[config.mk]
export PLATFORM = sky130hd
export DESIGN_NAME = keypad_scan_ctrl
export DESIGN_NICKNAME = d
export VERILOG_FILES = /design/src/rtl/keypad_scan_ctrl.sv
export SDC_FILE = /design/constraint.sdc
export NUM_CORES = 1
export LEC_CHECK = 0
export ABC_CLOCK_PERIOD_IN_PS = 3100
export CAP_MARGIN = 20
export CORE_MARGIN = 10
export CORE_UTILIZATION = 40
export CTS_BUF_LIST = sky130_fd_sc_hd__clkbuf_4
export DETAILED_ROUTE_END_ITERATION = 10
export DONT_BUFFER_PORTS = 1
export GPL_TIMING_DRIVEN = 0
export PLACE_DENSITY = 0.54
export SETUP_SLACK_MARGIN = 0.15
export SLEW_MARGIN = 25
export SYNTH_ARGS = -nofsm -noshare
export SYNTH_HDL_FRONTEND = slang
export SYNTH_SLANG_ARGS = --single-unit
export TNS_END_PERCENT = 1
[constraint.sdc]
create_clock -name i_clk -period 3.1 [get_ports i_clk]
set_clock_uncertainty 0.2 [all_clocks]
set_input_delay 0.62 -clock i_clk [delete_from_list [all_inputs] [get_ports i_clk]]
set_output_delay 0.62 -clock i_clk [all_outputs]
set_load 0.02 [all_outputs]
[src/rtl/keypad_scan_ctrl.sv]
// keypad_scan_ctrl
//   Scans a 4x4 active-low matrix keypad. Each row is driven low in turn,
//   the columns pass through a 2-flop synchroniser, and an FSM debounces
//   each press and each release. A debounced press latches the key code,
//   sets a sticky valid flag and bumps an 8-bit press counter.
//
// Ports
//   i_clk        system clock
//   i_rst_n      asynchronous active-low reset
//   i_col_n[3:0] keypad columns, active-low, asynchronous to i_clk
//   i_key_clr    1-cycle pulse, clears the sticky valid flag
//   o_row_n[3:0] row drive, one-hot active-low
//   o_key_word   [3:0] key code, [7] valid (sticky), [15:8] press count
//   o_col_live   synchronised columns, active-high
//   o_key_irq    1-cycle pulse alongside each key_word latch update
//                (only when KEYPAD_SCAN_IRQ_EN is defined)
//
// Build option: define KEYPAD_SCAN_IRQ_EN to add o_key_irq.

module keypad_scan_ctrl #(
    parameter int unsigned SCAN_DIV     = 1000,
    parameter int unsigned DEBOUNCE_CNT = 20000
) (
    input  logic        i_clk,
    input  logic        i_rst_n,
    input  logic [3:0]  i_col_n,
    input  logic        i_key_clr,
    output logic [3:0]  o_row_n,
    output logic [31:0] o_key_word,
    output logic [3:0]  o_col_live
`ifdef KEYPAD_SCAN_IRQ_EN
    ,
    output logic        o_key_irq
`endif
);

    localparam int unsigned DIV_W = $clog2(SCAN_DIV);
    localparam int unsigned DBC_W = $clog2(DEBOUNCE_CNT);
    localparam logic [DIV_W-1:0] DIV_LAST = DIV_W'(SCAN_DIV - 1);
    localparam logic [DIV_W-1:0] DIV_GATE = DIV_W'(2);
    localparam logic [DBC_W-1:0] DBC_LAST = DBC_W'(DEBOUNCE_CNT - 1);

    typedef enum logic [1:0] {SCAN, DEBOUNCE, PRESSED, RELEASE} state_t;

    state_t           state, state_nxt;
    logic [3:0]       col_meta, col_sync, snap;
    logic [DIV_W-1:0] div;
    logic [DBC_W-1:0] dbc;
    logic [1:0]       row, col_idx;
    logic [3:0]       code;
    logic             valid;
    logic [7:0]       count;

    logic col_idle, snap_match;
    logic detect, scan_end, latch, rel_start, rel_done, row_adv, dbc_inc;

    assign col_idle   = (col_sync == 4'hF);
    assign snap_match = (col_sync == snap);

    // Lowest low column wins when several are pressed on one row.
    always_comb begin
        casez (snap)
            4'b???0: col_idx = 2'd0;
            4'b??01: col_idx = 2'd1;
            4'b?011: col_idx = 2'd2;
            default: col_idx = 2'd3;
        endcase
    end

    always_ff @(posedge i_clk or negedge i_rst_n) begin
        if (!i_rst_n) begin
            col_meta   <= '1;
            col_sync   <= '1;
            o_col_live <= '0;
        end else begin
            col_meta   <= i_col_n;
            col_sync   <= col_meta;
            o_col_live <= ~col_sync;
        end
    end

    // FSM: state register
    always_ff @(posedge i_clk or negedge i_rst_n) begin
        if (!i_rst_n) state <= SCAN;
        else          state <= state_nxt;
    end

    // FSM: next state
    always_comb begin
        state_nxt = state;
        unique case (state)
            SCAN:     if (div >= DIV_GATE && !col_idle) state_nxt = DEBOUNCE;
            DEBOUNCE: if (!snap_match)                  state_nxt = SCAN;
                      else if (dbc == DBC_LAST)         state_nxt = PRESSED;
            PRESSED:  if (col_idle)                     state_nxt = RELEASE;
            RELEASE:  if (!col_idle)                    state_nxt = PRESSED;
                      else if (dbc == DBC_LAST)         state_nxt = SCAN;
            default:                                    state_nxt = SCAN;
        endcase
    end

    // FSM: control strobes
    always_comb begin
        detect    = (state == SCAN) && (div >= DIV_GATE) && !col_idle;
        scan_end  = (state == SCAN) && !detect && (div == DIV_LAST);
        latch     = (state == DEBOUNCE) && snap_match && (dbc == DBC_LAST);
        rel_start = (state == PRESSED) && col_idle;
        rel_done  = (state == RELEASE) && col_idle && (dbc == DBC_LAST);
        row_adv   = scan_end || rel_done;
        dbc_inc   = ((state == DEBOUNCE) && snap_match) ||
                    ((state == RELEASE) && col_idle);
    end

    always_ff @(posedge i_clk or negedge i_rst_n) begin
        if (!i_rst_n) begin
            div     <= '0;
            dbc     <= '0;
            snap    <= '1;
            row     <= '0;
            o_row_n <= 4'b1110;
            code    <= '0;
            count   <= '0;
        end else begin
            // div only runs while scanning; any exit from SCAN leaves it at 0
            if (state != SCAN || detect || row_adv) div <= '0;
            else                                    div <= div + 1'b1;

            if (detect || rel_start) dbc <= DBC_W'(1);
            else if (dbc_inc)        dbc <= dbc + 1'b1;

            if (detect) snap <= col_sync;

            if (row_adv) begin
                row     <= row + 1'b1;
                o_row_n <= {o_row_n[2:0], o_row_n[3]};
            end

            if (latch) begin
                code  <= {row, col_idx};
                count <= count + 1'b1;
            end
        end
    end

    // A latch outranks a simultaneous clear.
    always_ff @(posedge i_clk or negedge i_rst_n) begin
        if (!i_rst_n)       valid <= 1'b0;
        else if (latch)     valid <= 1'b1;
        else if (i_key_clr) valid <= 1'b0;
    end

    assign o_key_word = {16'h0000, count, valid, 3'b000, code};

`ifdef KEYPAD_SCAN_IRQ_EN
    always_ff @(posedge i_clk or negedge i_rst_n) begin
        if (!i_rst_n) o_key_irq <= 1'b0;
        else          o_key_irq <= latch;
    end
`endif

endmodule
## After elaboration in Yosys (flattened, before gate mapping)

Index checks and enable logic that the tools add are counted.

| word-level totals | value |
|---|---|
| bits in registers | 62 |
| input bits | 7 |
| output and inout bits | 40 |
| logic and storage cells | 67 |

| cells by class | value |
|---|---|
| add/subtract/negate cells | 4 |
| order comparisons | 1 |
| equal/unequal tests | 13 |
| muxes and demuxes | 13 |
| bitwise operators | 2 |
| reductions and logical operators | 22 |

Operators with widths:

| operator | number |
|---|---|
| $mux W15 | 2 |
| $add A15 B1 Y15 const B | 1 |
| $eq A15 B15 Y1 const B | 1 |
| $mux W2 | 6 |
| $add A10 B1 Y10 const B | 1 |
| $eq A10 B10 Y1 const B | 1 |
| $ge A10 B2 Y1 const B | 1 |
| $logic_and A1 B1 Y1 | 10 |
| $mux W10 | 1 |
| $add A8 B1 Y8 const B | 1 |
| $pmux W2 S4 | 1 |
| $ne A3 B3 Y1 const B | 2 |
| $pmux W2 S3 | 1 |
| $reduce_bool A2 Y1 | 3 |
| $logic_or A1 B1 Y1 | 5 |
| $eq A2 B1 Y1 const B | 2 |
| $eq A2 B2 Y1 const B | 2 |
| $eq A4 B4 Y1 | 1 |
| $eq A4 B4 Y1 const B | 1 |
| $ne A2 B2 Y1 const B | 2 |
| $not A4 Y4 | 1 |
| $reduce_and A4 Y1 | 1 |
| $eq A3 B2 Y1 const B | 1 |
| $add A2 B1 Y2 const B | 1 |
| other kinds (4) | 6 |

## Longest topological paths before layout

Gate-level depths: netlist (run 1).

| logic depth | value |
|---|---|
| depth in word-level cells | 9 |
| gate-level depth with buffers | 8 |
| gate-level depth less buffers | 7 |

## Worst setup path after synthesis (run 1)

No wires, ideal clock.

| path | value |
|---|---|
| path kind | register to register |
| start | register dbc[0] |
| end | register o_row_n[0] |
| library setup time | 125 ps |
| data arrival time | 2007 ps |
| data required time | 2775 ps |
| path slack | 768 ps |
| cell stages (with the launch flop) | 7 |
| buffers on the path | 1 |
| period minus slack after synthesis | 2332 ps |
| cell sequence | dfrtp_1 ha_1 nand3_1 clkbuf_1 or4_4 o32ai_4 mux2_2 |

| between the ends | value |
|---|---|
| longest elaborated chain between the ends | 3 |

Ends and longest elaborated chain:

| item | RTL line | source |
|---|---|---|
| start, declared | 48 | `logic [DBC_W-1:0] dbc;` |
| start signal, assigned | 129 | `else if (dbc_inc) dbc <= dbc + 1'b1;` |
| $eq A15 B15 Y1 | 108 | `rel_done = (state == RELEASE) && col_idle && (dbc == DBC_LAST);` |
| $logic_and A1 B1 Y1 | 108 |  |
| $logic_or A1 B1 Y1 | 109 | `row_adv = scan_end \|\| rel_done;` |
| end signal, assigned | 135 | `o_row_n <= {o_row_n[2:0], o_row_n[3]};` |
| end, declared | 28 | `output logic [3:0] o_row_n,` |

No other way between the ends.
A chain may end at the register's enable or synchronous reset.

## Worst setup path after layout (run 1)

Ends and elaborated chain as after synthesis.

==> results of run 1 <==
==> layout by cell type (no fill, tap or decap), types with 3 or more instances in the layout <==
cell	n
xnor2_1	12
and4_1	3
clkbuf_4	9
and3_1	5
conb_1	19
a21oi_1	10
nand4_1	7
nand2b_1	3
o21ai_0	7
a21o_1	3
clkbuf_1	4
o31ai_1	8
clkinvlp_4	3
nand2_1	21
nand3_1	12
nor2_1	17
buf_4	22
inv_1	9
dlygate4sd3_1	5
xor2_1	9
dfstp_2	15
or4_1	8
mux2_2	5
ha_1	4
dfrtp_1	47
==> metrics by stage <==
step	power [W]	std cells	worst slack, ns	util, %
6_report	0.00188	406	0.498	46.1
5_1_grt	0.00202	406	0.347	46.1
2_1_floorplan	0.00129	285	0.768	-
3_3_place_gp	0.00139	384	0.516	43.4
3_5_place_dp	0.00139	384	0.496	43.4
4_1_cts	0.00191	406	0.462	46.1
==> cell families (layout without fill, tap and decap cells) <==
logic type | Yosys count | count (layout) | synth area share (%)
compound gates | 41 | 41 | 10.1
xor+xnor | 21 | 21 | 6.25
fa+ha+maj | 4 | 4 | 1.70
buf+inv | 36 | 58 | 7.44
flops | 62 | 62 | 53.4
mux | 9 | 9 | 3.36
other cells | 1 | 19 | 0.127
simple gates | 93 | 93 | 17.7
==> layout make-up <==
type	count	area (µm²)
Inverter	9	33.8
Sequential cell	62	1570
Timing Repair Buffer	6	77.6
Clock buffer	9	67.6
Buffer	27	185
Multi-Input combinational cell	187	1220
Clock inverter	7	50.0
Fill cell	719	3880
Tap cell	99	124
==> sequential cells by signal (all words and copies together) (netlist names) <==
signal,cells
col_sync,4
valid,1
snap,4
col_meta,4
row,2
o_row_n,4
code,4
dbc,15
count,8
o_col_live,4
div,10
state,2
==> layer usage <==
metal	wire length (µm)	vias up	share of wire [%]
met5	0	-	0
li1	-	987	-
met3	449	7	7.8
met2	2550	40	44
met4	72	0	1.3
met1	2690	934	47
==> worst paths after layout <==
path | end | slack [ns]
max | o_row_n[0] | 0.50
min | col_sync[1] | 0.15
max reg2reg | o_row_n[0] | 0.50
min reg2reg | col_sync[1] | 0.15
max in group asynchronous | col_meta[0] | 1.83
min in group asynchronous | code[2] | 0.56
==> power breakdown <==
group	total (W)	switching, W	internal (W)	leakage [nW]
Combinational	0.000417	0.000279	0.000138	0.659
Sequential	0.000984	0.0000808	0.000904	0.796
Clock	0.000478	0.000313	0.000165	0.0583
Total	0.00188	0.000672	0.00121	1.51
==> results.cfg, run 1 <==
[outcome]
status = complete, no violations

[sta]
maxSlewHeadroom_pct = 64.1
slew_viol_final = 0
max_freq_ghz = 0.384
finalCriticalPeriod_ns = 2.60
rsz0062_at_grt = no
fin_setup_tns_ns = 0
fin_crit_sh_pct = 83.9
finalSetupViolCount = 0
fin_hold_ws_ns = 0.150
timing.final.hold_violations = 0
tightest_slew_ns = 0.536

[power]
pwr_density_cell_nw_per_um2 = 565
irDropWorstVdd_mv = 0.234
total_leakage_power_nw = 1.51

[logic_synthesis]
synth.most_common_cell = dfrtp_1
synth_edf_count = 0
synth_top_area_share_pct = 40.0
synth.top_cells.by_count = dfrtp_1, buf_4, nand2_1
synth_seq_cells = 62
synthTopCellsByArea = dfrtp_1, dfstp_2, buf_4
synth_top_area_cell = dfrtp_1
seq_area_frac_synth_pct = 53.4
syn-mean-instance-area_um2 = 11.0
yosysWarnings = 0
postSynthCellCount = 267
synthArstFlopShare_pct = 100
synthFlopType = dfrtp_1
ys_types = 46
synth_area_um2 = 2940

[run]
maxCapViolCount = 0

[global_routing]
grt_overflow = 0
grt_pass1_wl_um = 9910
grt_use_met3_pct = 6.03
grt_max_degree = 63
grt_util_met2_pct = 16.6
antenna_found_initial = 0
grt_use_total_pct = 10.9
top_usage_layer = met2
use_met1_pct = 12.8
grt_pass1_vias = 1964

[floorplan]
num_io_pins = 47
die_w_um = 106
fp.dieH_um = 106
rows = 31
start_util_pct = 40.8
dieArea_um2 = 11200
design.core.area_um2 = 7210

[cts]
cts_post_setup_buffers_inserted = 0
cts_tree = yes
hold_buffers = 6
clockRootBuffer = clkbuf_4
htreeDepth = 3
path_clk_slew_ns = 0.12
cts_max_path_buffers = 2
cts_resized = 0
cts_buffers = 9
clkLatencyLatePin_ns = 0.40
clkSinkCount = 62

[routing]
routedWlPerCell_um = 14.2
wl_um = 5760
drtPass1Iterations = 4
drt_iter0_drc = 89
drc = 0
viasPerCell = 4.85
vias = 1968
ant_nets = 0

[place]
hpwlAfterDp_um = 4020
place_area_um2 = 3130
gp_congestion = 0.749
numPortBuffers = 0

[setup_path]
cp-start-kind = register
worstPathMaxFanout = 10
timing.rr.start = dbc[0]
worstSetupPathType = register to register
crit_arrival_ns = 2.71
cp_num_buf_inv = 1
cp-end-kind = register
cp_top_family = simple AND/OR/NAND/NOR gates
cp_num_cells = 6
r2r_cells = 6
cpMaxStageDelayCell = or4_4
cp_cell_sequence = ha_1 > nand3_1 > clkbuf_1 > or4_4 > o32ai_4 > mux2_2
crit_path_max_incr_delay_ns = 0.61
worstPathRequired_ns = 3.21
crit_start = dbc[0]

[min_path]
min-delay-start = col_meta[1]
hold_depth = 0
hold_path.class = register to register

[layout]
final_layout_size_suffix_gt1_share_pct = 21.8
syn_to_final_growth_pct = 13.1
fin_nets = 313
antenna_cells = 0
design_area_um2 = 3330
Note: power is estimated with default switching activity, not from simulation.
==> run 2, diff against run 1 <==
ABC_CLOCK_PERIOD_IN_PS = 2300   (was 3100)
PLACE_DENSITY = 0.56   (was 0.54)
clock period = 2.3 ns   (was 3.1 ns; I/O delays follow)
==> run 2 against run 1 <==
Effect of this change:
- die area did not move
- via count rose by 5.2%
- sequential cell count did not move
- non-clock buffer count rose by 12
- fmax rose by 14%
- clock-buffer cell count did not move
- final area rose by 9.5%
- critical path depth fell by 1
- core utilization rose by 4.4 points
- critical path type unchanged
- critical endpoint unchanged
- highest routed layer unchanged
==> results.cfg, run 2 (synthesized netlist as in run 1, its figures left out) <==
[routing]
drt_iter0_drc = 57
vias = 2071
drc = 0
wl_um = 6040
routedWlPerCell_um = 14.5
drtPass1Iterations = 4
ant_nets = 0
viasPerCell = 4.95

[cts]
cts_max_path_buffers = 2
cts_buffers = 9
cts_tree = yes
path_clk_slew_ns = 0.11
clkLatencyLatePin_ns = 0.41
htreeDepth = 3
clkSinkCount = 62
clockRootBuffer = clkbuf_4

[place]
hpwlAfterDp_um = 4000
numPortBuffers = 0
gp_congestion = 0.793
pre_cts_ws_ns = -0.163

[power]
total_leakage_power_nw = 1.63
pwr_density_cell_nw_per_um2 = 769
irDropWorstVdd_mv = 0.574

[floorplan]
rows = 31
start_util_pct = 40.8
dieArea_um2 = 11200
num_io_pins = 47
design.core.area_um2 = 7210
die_w_um = 106
fp.dieH_um = 106

[layout]
syn_to_final_growth_pct = 23.9
largest_reg_flops = 15
reg_top3 = dbc: 15 flops, div: 10 flops, count: 8 flops
mostFrequentLayoutCells = dfrtp_1, buf_4, nand2_1, conb_1, nor2_1
final_layout_size_suffix_gt1_share_pct = 32.0
fin_nets = 325
fill_cells = 650
layout_commonest_cell = dfrtp_1
regMostFlops = dbc
antenna_cells = 0

[min_path]
hold_path.class = register to register

[setup_path]
worstPathRequired_ns = 2.40
cpMaxStageDelayCell = or4_4
cp-start-kind = register
crit_path_max_incr_delay_ns = 0.56
worstSetupPathType = register to register
crit_arrival_ns = 2.39
worstPathMaxFanout = 6
cp_top_family = simple AND/OR/NAND/NOR gates
cp_num_buf_inv = 1
cp-end-kind = register
cp_cell_sequence = or4_4 > or4_4 > o32ai_4 > buf_12 > mux2_4
cpMostUsedCell = or4_4

[global_routing]
grt_max_degree = 63
antenna_found_initial = 0
grt_use_total_pct = 11.1
grt_pass1_wl_um = 10100
grt_overflow = 0
grt_pass1_vias = 1993

[sta]
tightest_slew_ns = 0.509
fin_hold_ws_ns = 0.155
timing.final.hold_violations = 0
slew_viol_final = 0
finalSetupViolCount = 0
finalCriticalPeriod_ns = 2.29
max_freq_ghz = 0.437
maxSlewHeadroom_pct = 66.1
setup_ws_ns = 0.0121
rsz0062_at_grt = yes
fin_crit_sh_pct = 99.5

[run]
maxCapViolCount = 0

[outcome]
status = complete, no violations
[run 2: final timing paths]
| path | start | end | slack, ns | cells past startpoint |
|---|---|---|---|---|
| worst max-delay path | dbc[7] | o_row_n[0] | 0.01 | 5 |
| worst min-delay path | col_meta[3] | col_sync[3] | 0.16 | 0 |
| worst max register to register | dbc[7] | o_row_n[0] | 0.01 | 5 |
| worst min register to register | col_meta[3] | col_sync[3] | 0.16 | 0 |
| max in group asynchronous | i_rst_n | col_meta[1] | 1.23 | 2 |
| min in group asynchronous | i_rst_n | code[1] | 0.37 | 2 |
[run 2: metal layers]
layer  track usage (%)  vias to the layer above  part of all wire, %  wire length (µm)
met1              13.3                     1015                   45              2740
met4              4.35                        0                  1.0                61
met5                 0                        -                    0                 0
met2              16.3                       48                   46              2790
met3              6.15                        6                  7.4               448
li1                  -                     1002                    -                 -
[run 2: cell type report]
| type | count | area [µm²] | share of cell area, % |
|---|---|---|---|
| Clock buffer | 9 | 67.6 | 1.85 |
| Buffer | 27 | 223 | 6.11 |
| Sequential cell | 62 | 1570 | 43.1 |
| Timing Repair Buffer | 18 | 183 | 5.01 |
| Multi-Input combinational cell | 187 | 1370 | 37.6 |
| Tap cell | 99 | 124 | 3.40 |
| Clock inverter | 7 | 75.1 | 2.06 |
| Inverter | 9 | 33.8 | 0.926 |
[run 2: through the flow]
step | power [W] | util (%) | TNS (ns) | area, µm² | cells
floorplan | 0.00174 | - | 0 | 3030 | 285
global placement | 0.00188 | 43.7 | -1.44 | 3150 | 384
detailed placement | 0.00189 | 43.7 | -1.61 | 3150 | 384
CTS | 0.00277 | 49.2 | -0.0255 | 3550 | 414
global route | 0.00301 | 50.6 | -0.383 | 3650 | 418
finish | 0.00281 | 50.6 | 0 | 3650 | 418
[run 2: timing repair]
item | in CTS | in global routing
hold buffers | 7 | 0
endpoints found under the setup margin | 32 | 33
setup buffers | 7 | 4
pin swaps | 18 | 9
gates resized for setup | 30 | 11
cloned | 0 | 0
hold endpoints to repair | 67 | 0
[run 2: worst register-to-register path: stages (launching register included)]
cell and delay (ns):
dfrtp_1 0.40, or4_4 0.56, or4_4 0.45, o32ai_4 0.13, buf_12 0.16, mux2_4 0.29
[run 2: power breakdown]
group	internal (W)	switching (W)
sequential	0.00122	0.000111
clock	0.000332	0.000419
combinational	0.000277	0.000449
